**src/rtl/rf_wport_arbiter.sv**
```systemverilog
// Shares the single register-file write port between WB and a small MDU result FIFO,
// with a starvation counter forcing drains. Define RF_ARB_DEBUG_EN for the debug trace ports.
module rf_wport_arbiter #(
  parameter int FIFO_DEPTH   = 2,
  parameter int STARVE_LIMIT = 4
) (
  input  logic        clk,
  input  logic        reset,
  input  logic        wb_valid,
  input  logic        wb_rf_we,
  input  logic [4:0]  wb_rf_waddr,
  input  logic [31:0] wb_rf_wdata,
  input  logic [31:0] wb_pc,
  output logic        wb_ready,
  input  logic        mdu_valid,
  input  logic [4:0]  mdu_waddr,
  input  logic [31:0] mdu_wdata,
  input  logic [31:0] mdu_pc,
  output logic        mdu_ready,
  output logic        rf_we,
  output logic [4:0]  rf_waddr,
  output logic [31:0] rf_wdata,
  output logic [31:0] pend_mask
`ifdef RF_ARB_DEBUG_EN
  ,
  output logic [31:0] debug_wb_pc,
  output logic [3:0]  debug_wb_rf_wen,
  output logic [4:0]  debug_wb_rf_wnum,
  output logic [31:0] debug_wb_rf_wdata
`endif
);

  localparam int AW = $clog2(FIFO_DEPTH);
  localparam int CW = $clog2(STARVE_LIMIT + 1);

  typedef enum logic {ST_NORMAL, ST_FORCE} state_e;

  typedef struct packed {
`ifdef RF_ARB_DEBUG_EN
    logic [31:0] pc;
`endif
    logic [4:0]  addr;
    logic [31:0] data;
  } entry_t;

  entry_t                mem_q [FIFO_DEPTH];
  entry_t                mem_d [FIFO_DEPTH];
  logic [FIFO_DEPTH-1:0] vld_q, vld_d;
  logic [AW-1:0]         rd_ptr_q, rd_ptr_d, wr_ptr_q, wr_ptr_d;
  logic [CW-1:0]         starve_q, starve_d;
  state_e                state_q, state_d;

  logic   empty, full, wb_req, force_mode, head_grant, wb_grant, push, pop;
  entry_t head;

  assign head   = mem_q[rd_ptr_q];
  assign empty  = !vld_q[rd_ptr_q];
  assign full   = vld_q[wr_ptr_q];
  assign wb_req = wb_valid & wb_rf_we;

  // In FORCE with a queued head, the head owns the port and writing WB instructions stall.
  assign force_mode = (state_q == ST_FORCE) && !empty;
  assign head_grant = !empty && (force_mode || !wb_req);
  assign wb_grant   = wb_req && !force_mode;
  assign pop        = head_grant && !reset;
  assign push       = mdu_valid && !full && !reset;

  assign mdu_ready = !full && !reset;
  assign wb_ready  = !reset && !(force_mode && wb_req);
  assign rf_waddr  = head_grant ? head.addr : wb_rf_waddr;
  assign rf_wdata  = head_grant ? head.data : wb_rf_wdata;
  assign rf_we     = !reset && (head_grant || wb_grant) && (rf_waddr != 5'd0);

  always_comb begin
    mem_d    = mem_q;
    vld_d    = vld_q;
    rd_ptr_d = rd_ptr_q;
    wr_ptr_d = wr_ptr_q;
    if (pop) begin
      vld_d[rd_ptr_q] = 1'b0;
      rd_ptr_d        = rd_ptr_q + AW'(1);
    end
    if (push) begin
      mem_d[wr_ptr_q].addr = mdu_waddr;
      mem_d[wr_ptr_q].data = mdu_wdata;
`ifdef RF_ARB_DEBUG_EN
      mem_d[wr_ptr_q].pc   = mdu_pc;
`endif
      vld_d[wr_ptr_q]      = 1'b1;
      wr_ptr_d             = wr_ptr_q + AW'(1);
    end
  end

  always_comb begin
    starve_d = starve_q;
    state_d  = ST_NORMAL;
    if (empty || head_grant) begin
      starve_d = '0;
    end else if (starve_q != CW'(STARVE_LIMIT)) begin
      starve_d = starve_q + CW'(1);
    end
    // A saturated count that is still denied this cycle forces the next slot.
    if ((state_q == ST_NORMAL) && (starve_q == CW'(STARVE_LIMIT)) && !empty && !head_grant) begin
      state_d = ST_FORCE;
    end
  end

  always_comb begin
    pend_mask = '0;
    for (int i = 0; i < FIFO_DEPTH; i++) begin
      if (vld_q[i]) pend_mask[mem_q[i].addr] = 1'b1;
    end
    pend_mask[0] = 1'b0;
    if (reset) pend_mask = '0;
  end

  always_ff @(posedge clk) begin
    if (reset) begin
      vld_q    <= '0;
      rd_ptr_q <= '0;
      wr_ptr_q <= '0;
      starve_q <= '0;
      state_q  <= ST_NORMAL;
    end else begin
      vld_q    <= vld_d;
      rd_ptr_q <= rd_ptr_d;
      wr_ptr_q <= wr_ptr_d;
      starve_q <= starve_d;
      state_q  <= state_d;
    end
    mem_q <= mem_d;
  end

`ifdef RF_ARB_DEBUG_EN
  assign debug_wb_pc       = head_grant ? head.pc : wb_pc;
  assign debug_wb_rf_wen   = {4{rf_we}};
  assign debug_wb_rf_wnum  = rf_waddr;
  assign debug_wb_rf_wdata = rf_wdata;
`else
  logic unused_pc;
  assign unused_pc = ^{wb_pc, mdu_pc};
`endif

endmodule

```
**config.mk**
```make
export PLATFORM = sky130hd
export DESIGN_NAME = rf_wport_arbiter
export DESIGN_NICKNAME = d
export VERILOG_FILES = /design/src/rtl/rf_wport_arbiter.sv
export SDC_FILE = /design/constraint.sdc
export NUM_CORES = 1
export LEC_CHECK = 0
export BUFFER_PORTS_ARGS = -buffer_cell sky130_fd_sc_hd__buf_2
export CAP_MARGIN = 20
export CORE_ASPECT_RATIO = 0.5
export CORE_MARGIN = 2
export CORE_UTILIZATION = 42
export DETAILED_ROUTE_END_ITERATION = 10
export GPL_ROUTABILITY_DRIVEN = 0
export GPL_TIMING_DRIVEN = 1
export MAX_ROUTING_LAYER = met4
export PLACE_DENSITY = 0.74
export SLEW_MARGIN = 20
export SYNTH_ARGS = -nofsm -noshare
export SYNTH_HDL_FRONTEND = slang
export SYNTH_SLANG_ARGS = --single-unit
```
**constraint.sdc**
```tcl
create_clock -name clk -period 4.55 [get_ports clk]
set_input_delay 0.2275 -clock clk [delete_from_list [all_inputs] [get_ports clk]]
set_output_delay 0.2275 -clock clk [all_outputs]
set_load 0.02 [all_outputs]
```
==> summary.txt, run 1 <==
Timing
  • Setup TNS: 0 ns
  • Max-slew violation count: 0
  • Tmin final: 2.97 ns
  • Tcrit/Tclk final: 0.654
  • Fmax: 0.336 GHz
  • Setup-failing EPs final: 0
  • Final Hold Viols: 0
  • Worst-margin pin slew: slightly below 1 ns
  • Rel. slew slack: 0.354
  • Final setup skew: 0.00538 ns
  • RSZ-0062 raised after global routing: false

Detailed routing
  • Vias: 3,614
  • Vias per cell: 5.39
  • Drt wl/cell: 16.4 um
  • Post-route ant nets: 0
  • Detailed Route WL: 11,000 um
  • Pre-antenna DRT Iters: 4
  • DR DRC count: 0
  • Drt initial violations: 224

Finish
  • Area delta synth->final: 25.7%
  • Commonest non-fill, non-tap cells in the layout: buf_2, edfxtp_1, nor2_1
  • Leading cell type in the layout, fill and taps excluded: buf_2
  • Fin cells: 670
  • Nets: 670
  • Layout cells sized above 1: 0.391
  • Util after Layout: 0.546
  • N_diodes: 0

Critical path
  • Worst-path cell chain: mux2i_4 > buf_4 > nand2b_1 > o21ai_0 > buf_2
  • Slowest stage delay, CP: 0.74 ns
  • Crit path launch type: flop
  • CP max stage cell: mux2i_4
  • Max FO, Critical Path: 23
  • Critical path capture point type: primary output
  • Setup CP Type: reg -> out
  • Crit path required time: 4.32 ns
  • Crit path DAT: about 2.8 ns

Clock tree
  • Longest Clk Path Bufs: 2
  • Worst skew pair latency: 0.33 ns
  • CTS buffer count: 9
  • H-tree Lvls: 3
  • Root buf cell: clkbuf_16
  • Post-CTS Setup Bufs: 0
  • Hold_buf cts: 0
  • CTS tree: done
  • Clock transition at path regs: 0.06 ns
  • CTS-repair resized insts: 0
  • Clock Sinks: roughly 80

Synthesis
  • Synthesized area: ~4500 um^2
  • Synth warn: 0
  • FF+latch count, synth: 82
  • Syn Inst Count: just under 400
  • Mean Syn Cell Area: 11.3 um^2
  • Sequential cell area fraction in the yosys report: 0.533
  • Synth Net Count: 540
  • Post-synthesis cell type count: 33

Floorplanning
  • Row count: 26
  • Core area: 10,300 um^2
  • Ports: 215
  • Die area: between 10,000 and 15,000 um^2
  • Die W: approximately 150 um
  • Chip Height: 77.0 um
  • Starting Density: 0.435

Global route
  • Gr ovfl total: 0
  • Largest net degree at the start of global routing: 72
  • Total track usage: 0.198
  • Number of global-route vias before repair: 3,468
  • Initial antenna violation count: 0
  • First-pass GRT wire length: between 15,000 and 20,000 um

Placement
  • Placed insts: 654
  • Port-buffer cells: 149
  • Detailed placer's ending HPWL: 7430 um

Flow run
  • Max cap viols: 0

Pwr
  • Maximum VDD drop: 237 uV
  • P_leak: 2.24 nW
  • PD cells: 347 nW/um^2

Run status
  • Status: complete, no violations

Worst hold path
  • Worst Hold Class: in -> reg
-- worst max-delay path: cells and delay by family (launching register included) --
kind | cells | cell delay [ns]
flops | 1 | 0.68
mux | 1 | 0.74
simple gates | 1 | 0.24
compound gates | 1 | 0.17
buf+inv | 2 | 0.58
-- per-stage QoR --
| step | setup WS [ns] | area [um^2] | total power [W] | hold slack (ns) |
|---|---|---|---|---|
| final | 1.58 | 5620 | 0.00195 | 0.0883 |
| after global placement | 1.85 | 5310 | 0.00124 | 0.420 |
| after floorplan | 1.50 | 4480 | 0.00113 | 0.326 |
| after global routing | 1.39 | 5620 | 0.00204 | 0.0688 |
| after CTS | 1.55 | 5620 | 0.00197 | 0.0691 |
| after detailed placement | 1.81 | 5310 | 0.00125 | 0.421 |
-- flip-flops by register name (all words and copies together) (netlist names) --
signal,cells
wr_ptr_q,1
state_q,1
mem_q,74
rd_ptr_q,1
vld_q,2
starve_q,3
-- synthesized netlist by cell type, drive strengths merged --
library cell  count  share of area
edfxtp           74           0.50
nor2             36          0.030
nor2b            33          0.046
o21bai           33          0.055
a22oi            32          0.054
and2             32          0.045
o221a            32          0.081
clkbuf           23          0.019
buf              12          0.014
and3b            11          0.022
nor3b            10          0.019
o21ai            10          0.011
dfxtp             8          0.036
nor3              8         0.0090
and3              7         0.0098
mux2i             6          0.014
a21oi             4         0.0045
inv               4         0.0034
nand2             4         0.0034
ha                2         0.0056
nand2b            2         0.0028
nand3             2         0.0022
nand3b            2         0.0034
o211ai            2         0.0034
a211oi            1         0.0017
conb              1        0.00084
nor4              1         0.0014
o211a             1         0.0022
or3               1         0.0014
xnor2             1         0.0020
-- where the power goes --
group / switching, W / total [W] / internal [W]
clock: 0.000273 / 0.000723 / 0.000450
sequential: 0.0000373 / 0.000900 / 0.000862
combinational: 0.000187 / 0.000328 / 0.000141
total: 0.000498 / 0.00195 / 0.00145
-- metal layers --
layer	vias to the layer above	part of all wire	global-route usage	wire length (um)
met2	126	0.49	0.336	5360
met1	1721	0.43	0.238	4710
met4	0	0.016	0.0651	180
met5	-	0	-	0
met3	14	0.065	0.0411	716
li1	1753	-	-	-
-- logic make-up after synthesis --
logic type | share of synthesized area
and+or+nand+nor | 0.195
buffers and inverters | 0.0367
adders and majority gates | 0.00560
xor gates and xnor gates | 0.00196
other | 0.000839
DFF | 0.533
muxes | 0.0143
AOI/OAI and AO/OA | 0.213
-- layout make-up --
type | count | area, um^2
Tap cell | 140 | 175
Inverter | 4 | 15.0
Multi-Input combinational cell | 274 | 1950
Fill cell | 926 | 4660
Clock buffer | 13 | 293
Sequential cell | 82 | 2390
Clock inverter | 3 | 16.3
Timing Repair Buffer | 154 | 783
-- final timing paths --
| kind | start | to | slack (ns) | cells past startpoint |
|---|---|---|---|---|
| max | rd_ptr_q | rf_waddr[1] | 1.58 | 5 |
| min | mdu_waddr[2] | mem_q[34] | 0.09 | 1 |
| max reg2reg | wr_ptr_q | mem_q[19] | 2.17 | 3 |
| min reg2reg | state_q | state_q | 0.47 | 1 |
(Power assumes the default switching activity.)
==> inputs of run 2 (changes only) <==
--- a/config.mk
+++ b/config.mk
@@ -9,12 +9,12 @@
 export CAP_MARGIN = 20
 export CORE_ASPECT_RATIO = 0.5
 export CORE_MARGIN = 2
-export CORE_UTILIZATION = 42
+export CORE_UTILIZATION = 47
 export DETAILED_ROUTE_END_ITERATION = 10
 export GPL_ROUTABILITY_DRIVEN = 0
 export GPL_TIMING_DRIVEN = 1
 export MAX_ROUTING_LAYER = met4
-export PLACE_DENSITY = 0.74
+export PLACE_DENSITY = 0.78
 export SLEW_MARGIN = 20
 export SYNTH_ARGS = -nofsm -noshare
 export SYNTH_HDL_FRONTEND = slang
==> constraint.sdc (replaced) <==
create_clock -name clk -period 2.9 [get_ports clk]
set_input_delay 0.145 -clock clk [delete_from_list [all_inputs] [get_ports clk]]
set_output_delay 0.145 -clock clk [all_outputs]
set_load 0.02 [all_outputs]
==> summary.txt, run 2 (same netlist as run 1, synthesis figures left out) <==
Placement
  • Detailed placer's ending HPWL: between 7000 and 8000 um
  • Port-buffer cells: roughly 150

Critical path
  • Slowest stage delay, CP: between 0.6 and 0.7 ns
  • Worst-path cell chain: mux2i_4 > buf_4 > o21bai_1 > o221a_2 > buf_2
  • Launching point of the worst reg2reg path: rd_ptr_q
  • Reg2reg end: starve_q[2]
  • Crit path required time: around 2.8 ns
  • Max FO, Critical Path: 34
  • Setup CP Type: reg -> out
  • Crit path launch type: flop
  • R2r setup slk: 0.90 ns
  • Crit path DAT: 2.37 ns
  • CP max stage cell: dfxtp_1
  • R2r worst-path depth: 4
  • Critical path capture point type: primary output

Floorplanning
  • Starting Density: 0.478
  • Chip Height: 73.0 um
  • Core area: 9350 um^2
  • Die area: between 10,000 and 15,000 um^2
  • Die W: 142 um
  • Ports: around 220
  • Row count: 25

Timing
  • Tcrit/Tclk final: 0.866
  • Worst-margin pin slew: a little under 0.7 ns
  • Tmin final: 2.51 ns
  • Setup TNS: 0 ns
  • Max-slew violation count: 0
  • Rel. slew slack: 0.549
  • RSZ-0062 raised after global routing: false
  • Setup-failing EPs final: 0
  • Final setup skew: 0.00340 ns
  • Fmax: 0.398 GHz
  • Final Hold Viols: 0

Finish
  • Leading cell type in the layout, fill and taps excluded: buf_2
  • Most flops, register: mem_q
  • Max reg flops: 74
  • Nets: 679
  • Layout cells sized above 1: 0.391
  • Top flop regs: mem_q: 74 flops, starve_q: 3 flops, vld_q: 2 flops
  • Fillers: ~830
  • Area delta synth->final: 26.8%
  • N_diodes: 0
  • Commonest non-fill, non-tap cells in the layout: buf_2, edfxtp_1, nor2_1

Flow run
  • Max cap viols: 0

Clock tree
  • Longest Clk Path Bufs: 2
  • Clock transition at path regs: 0.06 ns
  • CTS buffer count: 9
  • Clock Sinks: 82
  • Worst skew pair latency: 0.33 ns
  • CTS tree: done
  • Root buf cell: clkbuf_16
  • H-tree Lvls: 3

Pwr
  • PD cells: 530 nW/um^2
  • Comb power frac: 0.184
  • P_int: around 0.0022 W
  • Switching power: 0.000771 W
  • Maximum VDD drop: 332 uV
  • P_leak: 2.27 nW
  • Seq pwr share: 0.461
  • Clock group share of total power: 0.354
  • Total power: ~0.003 W
  • Switching share of power: 0.256

Global route
  • Total track usage: 0.216
  • Number of global-route vias before repair: 3,496
  • Initial antenna violation count: 0
  • Gr ovfl total: 0
  • First-pass GRT wire length: 16,500 um
  • Largest net degree at the start of global routing: 41

Detailed routing
  • Vias per cell: between 5 and 6
  • Pre-antenna DRT Iters: 5
  • Vias: 3,692
  • Drt wl/cell: 16.4 um
  • Detailed Route WL: 10,800 um
  • DR DRC count: 0
  • Drt initial violations: 183
  • Post-route ant nets: 0

Worst hold path
  • Hold EP: mem_q[70]
  • Hold Path Cell Cnt: 1
  • Worst Hold Class: in -> reg
  • Worst hold start: mdu_waddr[1]

Run status
  • Status: complete, no violations
run 2: what timing repair did:
action,in CTS,in global routing
setup buffers,0,0
gates resized for setup,0,0
hold buffers,4,0
hold endpoints to repair,8,0
run 2: how the worst max path moves through the flow:
| stage | from | end | slack (ns) |
|---|---|---|---|
| CTS | rd_ptr_q | rf_wdata[0] | 0.40 |
| finish | rd_ptr_q | rf_wdata[0] | 0.39 |
| floorplan | vld_q[0] | mem_q[0] | 0.30 |
| global placement | rd_ptr_q | rf_wdata[22] | 0.80 |
| detailed placement | rd_ptr_q | rf_wdata[0] | 0.77 |
| global route | rd_ptr_q | rf_wdata[0] | 0.26 |
run 2: area by class of cell:
| type | count | area [um^2] | area share |
|---|---|---|---|
| Clock buffer | 14 | 274 | 0.0483 |
| Clock inverter | 2 | 10.0 | 0.00177 |
| Inverter | 4 | 15.0 | 0.00265 |
| Multi-Input combinational cell | 274 | 1950 | 0.344 |
| Sequential cell | 82 | 2380 | 0.420 |
| Tap cell | 121 | 151 | 0.0267 |
| Timing Repair Buffer | 163 | 886 | 0.156 |
run 2: layer usage:
| metal | GRT usage | up-vias | routed length [um] |
|---|---|---|---|
| met5 | - | - | 0 |
| met4 | 0.0833 | 0 | 152 |
| met3 | 0.0505 | 18 | 588 |
| met2 | 0.364 | 139 | 5260 |
| met1 | 0.257 | 1762 | 4840 |
| li1 | - | 1773 | - |
run 2: critical path, delay by kind of cell, from the launching register on:
| kind | cells | cell delay [ns] |
|---|---|---|
| DFF | 1 | 0.69 |
| muxes | 1 | 0.44 |
| buffers and inverters | 2 | 0.60 |
| AOI/OAI and AO/OA | 2 | 0.30 |
run 2: per-stage QoR:
| step | util | hold WS (ns) | cells | worst slack [ns] | cell area [um^2] |
|---|---|---|---|---|---|
| finish | 0.606 | 0.0297 | 660 | 0.388 | 5670 |
| global route | 0.606 | 0.00875 | 660 | 0.263 | 5670 |
| detailed placement | 0.572 | 0.339 | 640 | 0.765 | 5350 |
| CTS | 0.606 | 0.0163 | 660 | 0.402 | 5670 |
| floorplan | - | 0.244 | 395 | 0.299 | 4490 |
| global placement | 0.572 | 0.337 | 640 | 0.799 | 5350 |
run 2: power by group through the flow:
stage          registers [W]  logic [W]  clock network, W
2_1_floorplan        0.00139   0.000374                 0
3_3_place_gp         0.00141   0.000544                 0
3_5_place_dp         0.00141   0.000553                 0
4_1_cts              0.00139   0.000558           0.00109
5_1_grt              0.00139   0.000602           0.00113
6_report             0.00139   0.000555           0.00106
==> inputs of run 3 (changes only) <==
--- a/config.mk
+++ b/config.mk
@@ -7,9 +7,10 @@
 export LEC_CHECK = 0
 export BUFFER_PORTS_ARGS = -buffer_cell sky130_fd_sc_hd__buf_2
 export CAP_MARGIN = 20
-export CORE_ASPECT_RATIO = 0.5
+export CORE_ASPECT_RATIO = 1.1
 export CORE_MARGIN = 2
 export CORE_UTILIZATION = 47
+export CTS_CLUSTER_DIAMETER = 80
 export DETAILED_ROUTE_END_ITERATION = 10
 export GPL_ROUTABILITY_DRIVEN = 0
 export GPL_TIMING_DRIVEN = 1
==> summary.txt, run 3 (same netlist as run 1, synthesis figures left out) <==
Floorplanning
  • Core area: 9310 um^2
  • Chip Height: 106 um
  • Starting Density: 0.480
  • Die W: 97.0 um
  • Row count: 37
  • Ports: 215
  • Die area: 10,300 um^2

Clock tree
  • Clock Sinks: slightly above 80
  • CTS tree: done
  • Root buf cell: clkbuf_8
  • H-tree Lvls: 3
  • Longest Clk Path Bufs: 2
  • CTS buffer count: 9
  • Worst skew pair latency: around 0.35 ns
  • Clock transition at path regs: 0.08 ns
  • CTS-repair resized insts: 0

Timing
  • Final setup skew: 0.00732 ns
  • Worst Slack Setup Final: 0.779 ns
  • Fmax: approximately 0.47 GHz
  • Max-slew violation count: 0
  • Hold Slack: between 0.08 and 0.09 ns
  • Rel. slew slack: 0.570
  • Tcrit/Tclk final: 0.731
  • Final Hold Viols: 0
  • Tmin final: 2.12 ns
  • Worst-margin pin slew: between 0.6 and 0.7 ns
  • Setup-failing EPs final: 0
  • RSZ-0062 raised after global routing: false
  • Setup TNS: 0 ns

Placement
  • Port-buffer cells: 149
  • Detailed placer's ending HPWL: 7540 um
  • Placed inst area: 5350 um^2
  • Place WS: 0.774 ns
  • Placed insts: about 640

Finish
  • Area delta synth->final: 25.0%
  • Layout cells sized above 1: 0.391
  • Nets: 680
  • Fin area: 5590 um^2
  • Commonest non-fill, non-tap cells in the layout: buf_2, edfxtp_1, nor2_1
  • Top flop regs: mem_q: 74 flops, starve_q: 3 flops, vld_q: 2 flops
  • Max reg flops: 74
  • Most flops, register: mem_q
  • Leading cell type in the layout, fill and taps excluded: buf_2
  • Area occupied by multi-input gates: around 1900 um^2
  • N_diodes: 0
  • Register Area: 2380 um^2
  • Fin cells: 657
  • Fillers: 804

Pwr
  • Maximum VDD drop: approximately 370 uV
  • Clock group share of total power: 0.286
  • Seq pwr share: 0.511
  • Switching share of power: 0.273
  • P_leak: about 2.2 nW
  • P_int: 0.00198 W
  • Comb power frac: 0.203
  • PD cells: 488 nW/um^2
  • Switching power: 0.000743 W

Detailed routing
  • Vias per cell: 5.65
  • Pre-antenna DRT Iters: 5
  • Drt initial violations: 230
  • Drt wl/cell: about 17 um
  • Detailed Route WL: 10,900 um
  • Post-route ant nets: 0
  • DR DRC count: 0
  • Vias: 3,713

Critical path
  • Critical path capture point type: primary output
  • Setup CP Type: reg -> out
  • Crit path launch type: flop
  • CP max stage cell: and3b_1
  • Worst-path cell chain: and3b_1 > buf_12 > o21bai_1 > o221a_2 > buf_2
  • Crit path required time: 2.76 ns
  • Crit path buf inv count: 2
  • Max FO, Critical Path: 24
  • Cell family with most CP delay: simple AND/OR/NAND/NOR gates
  • Crit path DAT: 1.98 ns
  • Slowest stage delay, CP: 0.63 ns

Global route
  • Gr ovfl total: 0
  • First-pass GRT wire length: 17,200 um
  • Number of global-route vias before repair: 3,608
  • Initial antenna violation count: 0
  • Largest net degree at the start of global routing: 40
  • Total track usage: 0.215

Worst hold path
  • Worst Hold Class: in -> reg

Flow run
  • Max cap viols: 0

Run status
  • Status: complete, no violations
==> run 3: cell types whose count changed in the layout (fill, tap and decap cells not counted), sizes merged <==
cell	before	now
bufinv	0	1
clkbuf	14	10
clkinv	2	5
dlygate4sd3	4	5
==> run 3: cell type report <==
| type | count | area share |
|---|---|---|
| Clock inverter | 6 | 0.0103 |
| Clock buffer | 10 | 0.0228 |
| Sequential cell | 82 | 0.427 |
| Timing Repair Buffer | 164 | 0.163 |
| Multi-Input combinational cell | 274 | 0.349 |
| Tap cell | 117 | 0.0262 |
| Inverter | 4 | 0.00269 |
==> run 3: repair_timing <==
item | in CTS | in global routing
hold buffers | 5 | 0
hold endpoints to repair | 10 | 0
buffers inserted | 0 | 0
==> run 3: through the flow <==
stage / power, W / util
floorplan: 0.00177 / -
global placement: 0.00195 / 0.575
detailed placement: 0.00197 / 0.575
CTS: 0.00275 / 0.601
global route: 0.00284 / 0.601
finish: 0.00272 / 0.601
==> run 3: worst paths after layout <==
| kind | from | end | slack, ns | cells after the start |
|---|---|---|---|---|
| worst max-delay path | state_q | rf_wdata[8] | 0.78 | 5 |
| worst min-delay path | mdu_wdata[21] | mem_q[21] | 0.08 | 2 |
| worst max register to register | wr_ptr_q | mem_q[3] | 0.83 | 4 |
| worst min register to register | state_q | state_q | 0.46 | 1 |
==> run 3: power by group through the flow <==
| stage | Sequential (W) | Combinational, W | Clock (W) |
|---|---|---|---|
| after global routing | 0.00140 | 0.000598 | 0.000844 |
| after detailed placement | 0.00142 | 0.000550 | 0 |
| after CTS | 0.00139 | 0.000558 | 0.000800 |
| final | 0.00139 | 0.000554 | 0.000779 |
| after floorplan | 0.00139 | 0.000374 | 0 |
| after global placement | 0.00141 | 0.000540 | 0 |
==> run 3: layer usage <==
metal | GRT usage | vias to the layer above | part of all wire
met1 | 0.251 | 1766 | 0.41
met3 | 0.0440 | 11 | 0.065
met5 | - | - | 0
met2 | 0.374 | 160 | 0.51
met4 | 0.0664 | 0 | 0.013
li1 | - | 1776 | -
